===== config.mk =====
export PLATFORM = sky130hd
export DESIGN_NAME = subtractor_xbit_serial
export DESIGN_NICKNAME = d
export VERILOG_FILES = /design/src/rtl/subtractor_xbit_serial.sv
export SDC_FILE = /design/constraint.sdc
export NUM_CORES = 1
export LEC_CHECK = 0
export ABC_CLOCK_PERIOD_IN_PS = 4500
export CAP_MARGIN = 10
export CORE_MARGIN = 2
export CORE_UTILIZATION = 45
export DETAILED_ROUTE_END_ITERATION = 16
export GPL_TIMING_DRIVEN = 0
export PLACE_DENSITY = 0.73
export SYNTH_ARGS = -nofsm -noshare
export SYNTH_HDL_FRONTEND = slang
export SYNTH_SLANG_ARGS = --single-unit

===== constraint.sdc =====
create_clock -name i_clk -period 4.5 [get_ports i_clk]
set_input_delay 0.675 -clock i_clk [delete_from_list [all_inputs] [get_ports i_clk]]
set_output_delay 0.675 -clock i_clk [all_outputs]
set_load 0.05 [all_outputs]

===== src/rtl/subtractor_xbit_serial.sv =====
// Slice-serial subtractor: a - b - bor over DATA_WIDTH bits, SLICE_WIDTH bits per clock,
// built on the carry-lookahead adder with the borrow carried between cycles.

module adder_xbit_ahead #(
    parameter int DATA_WIDTH = 4
) (
    input  logic [DATA_WIDTH-1:0] i_num_a,
    input  logic [DATA_WIDTH-1:0] i_num_b,
    input  logic                  i_carry,
    output logic [DATA_WIDTH-1:0] o_sum,
    output logic                  o_carry
);
    logic [DATA_WIDTH-1:0] prop;
    logic [DATA_WIDTH-1:0] gen;
    logic [DATA_WIDTH:0]   carry;
    logic                  c_acc;
    logic                  p_acc;

    assign prop = i_num_a ^ i_num_b;
    assign gen  = i_num_a & i_num_b;

    // Each carry is the flattened sum-of-products over all lower generate/propagate terms.
    always_comb begin
        carry    = '0;
        c_acc    = 1'b0;
        p_acc    = 1'b0;
        carry[0] = i_carry;
        for (int i = 0; i < DATA_WIDTH; i++) begin
            c_acc = gen[i];
            p_acc = prop[i];
            for (int j = i - 1; j >= 0; j--) begin
                c_acc = c_acc | (p_acc & gen[j]);
                p_acc = p_acc & prop[j];
            end
            carry[i+1] = c_acc | (p_acc & i_carry);
        end
    end

    assign o_sum   = prop ^ carry[DATA_WIDTH-1:0];
    assign o_carry = carry[DATA_WIDTH];
endmodule

module subtractor_xbit_serial #(
    parameter int DATA_WIDTH  = 32,
    parameter int SLICE_WIDTH = 4
) (
    input  logic                  i_clk,
    input  logic                  i_rst,
    input  logic                  i_vld,
    output logic                  o_rdy,
    input  logic [DATA_WIDTH-1:0] i_num_a,
    input  logic [DATA_WIDTH-1:0] i_num_b,
    input  logic                  i_bor,
    output logic                  o_vld,
    input  logic                  i_rdy,
    output logic [DATA_WIDTH-1:0] o_res,
    output logic                  o_bor,
    output logic                  o_ovf,
    output logic [1:0]            o_dbg_state
);
    localparam int N  = DATA_WIDTH / SLICE_WIDTH;
    localparam int CW = (N > 1) ? $clog2(N) : 1;
    localparam logic [CW-1:0] LAST = CW'(N - 1);

    // Handshakes: a request transfers on the rising edge where i_vld && o_rdy; a result
    // transfers on the rising edge where o_vld && i_rdy. Both readies/valids come from state only.
    typedef enum logic [1:0] {IDLE = 2'd0, CALC = 2'd1, DONE = 2'd2} state_t;

    state_t                 state, state_nxt;
    logic [DATA_WIDTH-1:0]  a_q, b_q, res_q;
    logic [CW-1:0]          cnt_q;
    logic                   borrow_q, bor_q, ovf_q;
    logic [SLICE_WIDTH-1:0] a_sl, b_sl, sum_sl;
    logic                   cout_sl, cin_msb;

    assign a_sl = a_q[cnt_q*SLICE_WIDTH +: SLICE_WIDTH];
    assign b_sl = b_q[cnt_q*SLICE_WIDTH +: SLICE_WIDTH];

    adder_xbit_ahead #(.DATA_WIDTH(SLICE_WIDTH)) u_slice_add (
        .i_num_a (a_sl),
        .i_num_b (~b_sl),
        .i_carry (~borrow_q),
        .o_sum   (sum_sl),
        .o_carry (cout_sl)
    );

    // Carry into the slice MSB recovered from its sum bit: s = a ^ ~b ^ c.
    assign cin_msb = sum_sl[SLICE_WIDTH-1] ^ a_sl[SLICE_WIDTH-1] ^ ~b_sl[SLICE_WIDTH-1];

    always_comb begin
        state_nxt = state;
        case (state)
            IDLE:    if (i_vld) state_nxt = CALC;
            CALC:    if (cnt_q == LAST) state_nxt = DONE;
            DONE:    if (i_rdy) state_nxt = IDLE;
            default: state_nxt = IDLE;
        endcase
    end

    always_ff @(posedge i_clk or posedge i_rst) begin
        if (i_rst) begin
            state    <= IDLE;
            a_q      <= '0;
            b_q      <= '0;
            res_q    <= '0;
            cnt_q    <= '0;
            borrow_q <= 1'b0;
            bor_q    <= 1'b0;
            ovf_q    <= 1'b0;
        end else begin
            state <= state_nxt;
            if (state == IDLE && i_vld) begin
                a_q      <= i_num_a;
                b_q      <= i_num_b;
                borrow_q <= i_bor;
                cnt_q    <= '0;
            end else if (state == CALC) begin
                res_q[cnt_q*SLICE_WIDTH +: SLICE_WIDTH] <= sum_sl;
                borrow_q <= ~cout_sl;
                cnt_q    <= cnt_q + 1'b1;
                if (cnt_q == LAST) begin
                    bor_q <= ~cout_sl;
                    ovf_q <= cin_msb ^ cout_sl;
                end
            end
        end
    end

    assign o_rdy       = (state == IDLE);
    assign o_vld       = (state == DONE);
    assign o_res       = res_q;
    assign o_bor       = bor_q;
    assign o_ovf       = ovf_q;
    assign o_dbg_state = state;
endmodule


==> flow_summary_export.csv, run 1 <==
group,metric,value,unit
status,outcome,"complete, no violations",
global_route,grt_util_all_layers,21.2,%
flow_run,maxCapViolations,0,
route,vias,3770,
clocking,post-cts-setup-buffer-count,0,
synth,syn_avg_cell_area,9.78,um2
timing,rsz0062_at_grt,"no",
layout,multiInputGateArea,2050,um2
timing,max_freq,273,MHz
synth,syn_inst,491,
worst_setup_path,crit_path_max_fanout,10,
layout,fillCellCount,914,
clocking,clkLatencyLatePin,0.37,ns
timing,finalSetupViolCount,0,
route,dr.first_iter.drc_count,163,
placement,dp_cells,734,
layout,antenna_cells,0,
worst_setup_path,worstSetupPathType,"reg -> reg",
placement,placer_s_final_routability_congestion_estimate,0.794,
pwr,power-per-cell-area,813,nW/um2
clocking,cts.repair.resized,0,
worst_setup_path,startpoint,"cnt_q[1]",
timing,finalMaxSlewViolations,0,
floorplanning,number_of_placed_i_o_pins,107,
timing,hold_ws,0.481,ns
route,wirelength,11200,um
worst_setup_path,critPathCaptureType,"flop",
global_route,grt_pass1_wl,18800,um
placement,pre_cts_ws,0.825,ns
floorplanning,rows,37,
pwr,totalPowerFinal,5.07,mW
layout,most-common-layout-cells,"nand2_1, clkdlybuf4s50_1, dfrtp_1, o31ai_1, mux4_2",
timing,setup_tns,0,ns
pwr,total_leakage_power,2.99,nW
synth,synth_edf_count,0,
clocking,clock_tree_from_tritoncts,"done",
floorplanning,initial_utilization,46.5,%
route,drc,0,
clocking,cts_htree_levels,3,
placement,postPlaceCellArea,6060,um2
worst_setup_path,setup.worst_path.start_class,"flop",
synth,mappedNetlistNets,573,
global_route,grt_pass1_vias,3889,
synth,unique_masters_post_synth,39,
timing,final.setup.worst_slack,0.837,ns
layout,final_core_util,60.4,%
floorplanning,area_of_the_die,11500,um2
route,postRouteAntennaNets,0,
clocking,clock_tree_buf_depth,2,
worst_setup_path,timing.reg2reg.setup_slack,0.84,ns
global_route,pin_count_of_the_biggest_net_entering_global_routing,59,
clocking,root_buffer,"clkbuf_8",
worst_setup_path,r2r-end,"o_res[23]",
timing,maxSlewHeadroom,49.3,%
global_route,antenna_found_initial,0,
synth,synth.yosys.seq_area_share,54.2,%
hold_path,holdCritPathClass,"reg -> reg",
synth,synthesis_stage_register_bit_count,104,
placement,quantity_of_i_o_buffers_inserted_on_ports,106,
pwr,ir_drop,0.469,mV
clocking,clkTransAtPathRegs,0.10,ns
layout,commonest_non_fill_non_tap_cell_in_the_layout,"nand2_1",
worst_setup_path,cpMaxStageDelayCell,"xnor2_1",
layout,finish.net_count,691,
route,detailedRoute.firstPassIterationCount,6,
timing,finalHoldViolations,0,
clocking,tritoncts_num_sinks,104,
timing,layout_min_cycle_time,3.66,ns
worst_setup_path,cpPeakStageDelay,0.61,ns
clocking,cts.hold.buffers_added,0,
route,drt-wirelength-per-cell,14.9,um
worst_setup_path,worst_setup_endpoint,"o_res[23]",
synth,synthesis.area,4800,um2
timing,period_share,81.4,%
worst_setup_path,path_cells,"clkbuf_1 -> buf_2 -> mux4_2 -> nand2_1 -> and2_1 -> inv_2 -> ha_1 -> nand2b_1 -> a21oi_1 -> nor2_1 -> xnor2_1 -> o31ai_1",
layout,layout.area.seq,2600,um2
synth,synth-async-reset-ratio,100,%
timing,worstMarginPinSlew,0.755,ns
layout,areaGrowthSynthToFinish,30.0,%
clocking,tritoncts.num_buffers,9,
timing,worst_clock_skew,0.0140,ns
synth,synth_ff_type,"dfrtp_1",
floorplanning,die_height,107,um
worst_setup_path,r2r-start,"cnt_q[1]",
placement,place_hpwl,8480,um
layout,finalInstanceArea,6240,um2
synth,count_of_warnings_emitted_by_yosys,0,
floorplanning,design.core.area,10300,um2
worst_setup_path,r2r.worst_path.cells,12,
layout,share_of_cells_above_drive_strength_1,7.33,%
floorplanning,floorplan.die.width,107,um
global_route,overflow,0,
layout,post_layout_nonfiller_instances,750,
route,per_cell_via_count_in_the_routed_design,5.03,
worst_setup_path,required,4.72,ns
worst_setup_path,crit_arrival,3.89,ns
## metal layers
layer	routed length (um)	vias up	GRT usage (%)
met4	153	0	6.59
met5	0	-	0
met2	5500	109	35.1
met1	4970	1799	28.9
li1	-	1848	-
met3	534	14	3.27
## report_power, final
part	internal (mW)	leakage, nW	switching, mW
sequential	1.34	1.33	0.225
combinational	1.07	1.57	1.89
clock	0.211	0.0931	0.334
total	2.62	2.99	2.45
## cell families (layout without fill, tap and decap cells)
| logic type | Yosys count | after routing | share of synthesized area, % |
|---|---|---|---|
| AOI/OAI and AO/OA | 37 | 37 | 5.37 |
| xor gates and xnor gates | 4 | 4 | 0.730 |
| DFF | 104 | 104 | 54.2 |
| buffers and inverters | 36 | 159 | 3.13 |
| adders and majority gates | 13 | 13 | 3.55 |
| and+or+nand+nor | 266 | 266 | 21.8 |
| muxes | 31 | 31 | 11.2 |
## final cells by class
type                       count  share of cell area (%)
clock buffer                  10                    2.05
multi-input combinational    351                    32.8
tap                          136                    2.73
buffer                        24                    1.68
sequential                   104                    41.7
clock inverter                 6                   0.822
timing repair buffer         107                    17.4
inverter                      12                   0.762
## worst max-delay path: cells and delay by family, from the launching register on
family | cells | cell delay [ns]
xor+xnor | 1 | 0.61
mux | 1 | 0.36
buf+inv | 3 | 0.99
simple gates | 4 | 0.44
fa+ha+maj | 1 | 0.27
flops | 1 | 0.41
compound gates | 2 | 0.42
## state kept, by name, indices dropped and copies added, names as in the netlist
signal,cells
o_dbg_state,2
cnt_q,3
a_q,32
borrow_q,1
o_ovf,1
o_bor,1
b_q,32
o_res,32
## Yosys cell counts, drive strengths merged (4+ instances only)
cell	count	area share (%)
nand2	238	19
dfrtp	104	54
o31ai	20	3.1
mux4	16	7.5
clkbuf	14	1.1
ha	12	3.1
inv	12	0.94
buf	10	1.1
nor2	9	0.70
o21ai	9	0.94
mux2	8	1.9
mux2i	7	1.8
nand2b	4	0.52
nor3	4	0.42
## worst min path at each step
stage	cells after the start	endpoint	slack, ns	startpoint
CTS	2	b_q[14]	0.48	b_q[14]
global route	2	a_q[10]	0.51	a_q[10]
finish	2	a_q[28]	0.48	a_q[28]
detailed placement	2	b_q[14]	0.46	b_q[14]
floorplan	2	a_q[10]	0.44	a_q[10]
global placement	2	b_q[7]	0.45	b_q[7]
No activity file was read; power rests on OpenSTA's default activity.
==> run 2: changes to the inputs <==
Settings changed: ABC_CLOCK_PERIOD_IN_PS 4500 to 3200, PLACE_DENSITY 0.73 to 0.75.
Clock period 4.5 ns to 3.2 ns, I/O delays scaled along.
==> flow_summary_export.csv, run 2 (same netlist as run 1, synthesis figures left out) <==
group,metric,value,unit
worst_setup_path,crit_path_max_fanout,10,
placement,place_hpwl,8680,um
floorplanning,die_height,107,um
hold_path,holdCritPathClass,"reg -> reg",
worst_setup_path,worst_path_dominant_cell_family,"buffers and inverters",
pwr,ir_drop,0.833,mV
layout,share_of_cells_above_drive_strength_1,8.60,%
worst_setup_path,critPathCaptureType,"flop",
layout,fillCellCount,881,
timing,period_share,95.5,%
worst_setup_path,cpPeakStageDelay,0.42,ns
timing,max_freq,327,MHz
timing,maxSlewHeadroom,46.0,%
layout,most-common-layout-cells,"nand2_1, clkdlybuf4s50_1, dfrtp_1, o31ai_1, mux4_2",
timing,hold_ws,0.482,ns
pwr,total_leakage_power,3.01,nW
route,postRouteAntennaNets,0,
floorplanning,floorplan.die.width,107,um
pwr,power-per-cell-area,1190,nW/um2
worst_setup_path,setup.worst_path.start_class,"flop",
clocking,cts_htree_levels,3,
route,drc,0,
timing,finalHoldViolations,0,
floorplanning,design.core.area,10300,um2
route,drt-wirelength-per-cell,15.0,um
layout,post_layout_nonfiller_instances,752,
timing,worstMarginPinSlew,0.808,ns
timing,setup_tns,0,ns
layout,commonest_non_fill_non_tap_cell_in_the_layout,"nand2_1",
global_route,overflow,0,
route,vias,3824,
clocking,tritoncts_num_sinks,104,
timing,worst_clock_skew,0.00923,ns
clocking,tritoncts.num_buffers,9,
timing,layout_min_cycle_time,3.06,ns
route,wirelength,11300,um
worst_setup_path,buffers_and_inverters_on_the_worst_path,4,
layout,antenna_cells,0,
placement,placer_s_final_routability_congestion_estimate,0.810,
clocking,clock_tree_buf_depth,2,
clocking,cts.hold.buffers_added,0,
floorplanning,initial_utilization,46.5,%
route,detailedRoute.firstPassIterationCount,4,
clocking,root_buffer,"clkbuf_8",
floorplanning,rows,37,
global_route,grt_pass1_wl,18700,um
layout,finalInstanceArea,6310,um2
clocking,clkTransAtPathRegs,0.09,ns
route,per_cell_via_count_in_the_routed_design,5.09,
floorplanning,area_of_the_die,11500,um2
placement,quantity_of_i_o_buffers_inserted_on_ports,106,
placement,postPlaceCellArea,6070,um2
layout,areaGrowthSynthToFinish,31.5,%
clocking,clock_tree_from_tritoncts,"done",
route,dr.first_iter.drc_count,135,
worst_setup_path,worstSetupPathType,"reg -> reg",
status,outcome,"complete, no violations",
worst_setup_path,required,3.48,ns
timing,finalMaxSlewViolations,0,
worst_setup_path,crit_arrival,3.33,ns
floorplanning,number_of_placed_i_o_pins,107,
clocking,clkLatencyLatePin,0.38,ns
worst_setup_path,cpMaxStageDelayCell,"dfrtp_1",
global_route,antenna_found_initial,0,
layout,final_core_util,61.1,%
layout,finish.net_count,693,
global_route,grt_util_all_layers,21.1,%
worst_setup_path,path_cells,"clkbuf_4 -> clkbuf_4 -> mux4_2 -> nand2_1 -> and2_1 -> inv_2 -> ha_1 -> nand2b_1 -> nand2b_1 -> a21oi_1 -> xor2_2 -> buf_4 -> o31ai_1",
timing,finalSetupViolCount,0,
global_route,pin_count_of_the_biggest_net_entering_global_routing,39,
global_route,grt_pass1_vias,3929,
placement,dp_cells,735,
flow_run,maxCapViolations,0,
-- run 2: cell count changes in the layout (fill, tap and decap cells not counted), sizes merged --
cell / before / now
buf: 11 / 12
clkbuf: 24 / 26
clkinv: 3 / 2
clkinvlp: 0 / 2
inv: 15 / 13
-- run 2: final timing paths --
kind	to	cells past startpoint	slack, ns	startpoint
setup / recovery	o_res[26]	13	0.14	cnt_q[1]
hold / removal	b_q[16]	2	0.48	b_q[16]
setup reg to reg	o_res[26]	13	0.14	cnt_q[1]
hold reg to reg	b_q[16]	2	0.48	b_q[16]
max in group asynchronous	b_q[27]	4	1.74	i_rst
min in group asynchronous	o_res[13]	2	0.60	i_rst
-- run 2: worst min-delay path, stage by stage (launching register included) --
cell	delay [ns]
dfrtp_1	0.35
nand2_1	0.05
nand2_1	0.05
-- run 2: power by group --
part / internal [mW] / leakage [nW] / switching, mW
sequential: 1.88 / 1.33 / 0.324
clock: 0.310 / 0.0903 / 0.460
combinational: 1.75 / 1.59 / 2.81
-- run 2: per-stage QoR --
step | power (mW) | setup WS [ns]
after global routing | 8.08 | -0.0416
after CTS | 7.37 | 0.000519
after global placement | 6.22 | -0.387
after floorplan | 5.13 | 0.306
final | 7.54 | 0.144
after detailed placement | 6.40 | -0.506
-- run 2: repair_timing --
| action | 4_1_cts | 5_1_grt |
|---|---|---|
| endpoints found under the setup margin | 23 | 24 |
| resized for setup | 5 | 8 |
| setup buffers | 1 | 1 |
| pin swaps | 1 | 1 |
-- run 2: final cells by class --
type	instances	area (um2)	share of cell area, %
flip-flops and latches	104	2600	41.2
multi-input cells	351	2080	32.9
repair buffers	110	1120	17.7
well taps	136	170	2.70
clock buffers	11	141	2.24
plain buffers	23	119	1.88
inverters	12	48.8	0.773
clock inverters	5	38.8	0.614
-- run 2: routing by layer --
| layer | vias up | wire (um) | global-route usage, % |
|---|---|---|---|
| li1 | 1850 | - | - |
| met1 | 1841 | 5000 | 26.6 |
| met2 | 114 | 5580 | 36.4 |
| met3 | 19 | 511 | 3.63 |
| met4 | 0 | 221 | 7.98 |
| met5 | - | 0 | 0 |
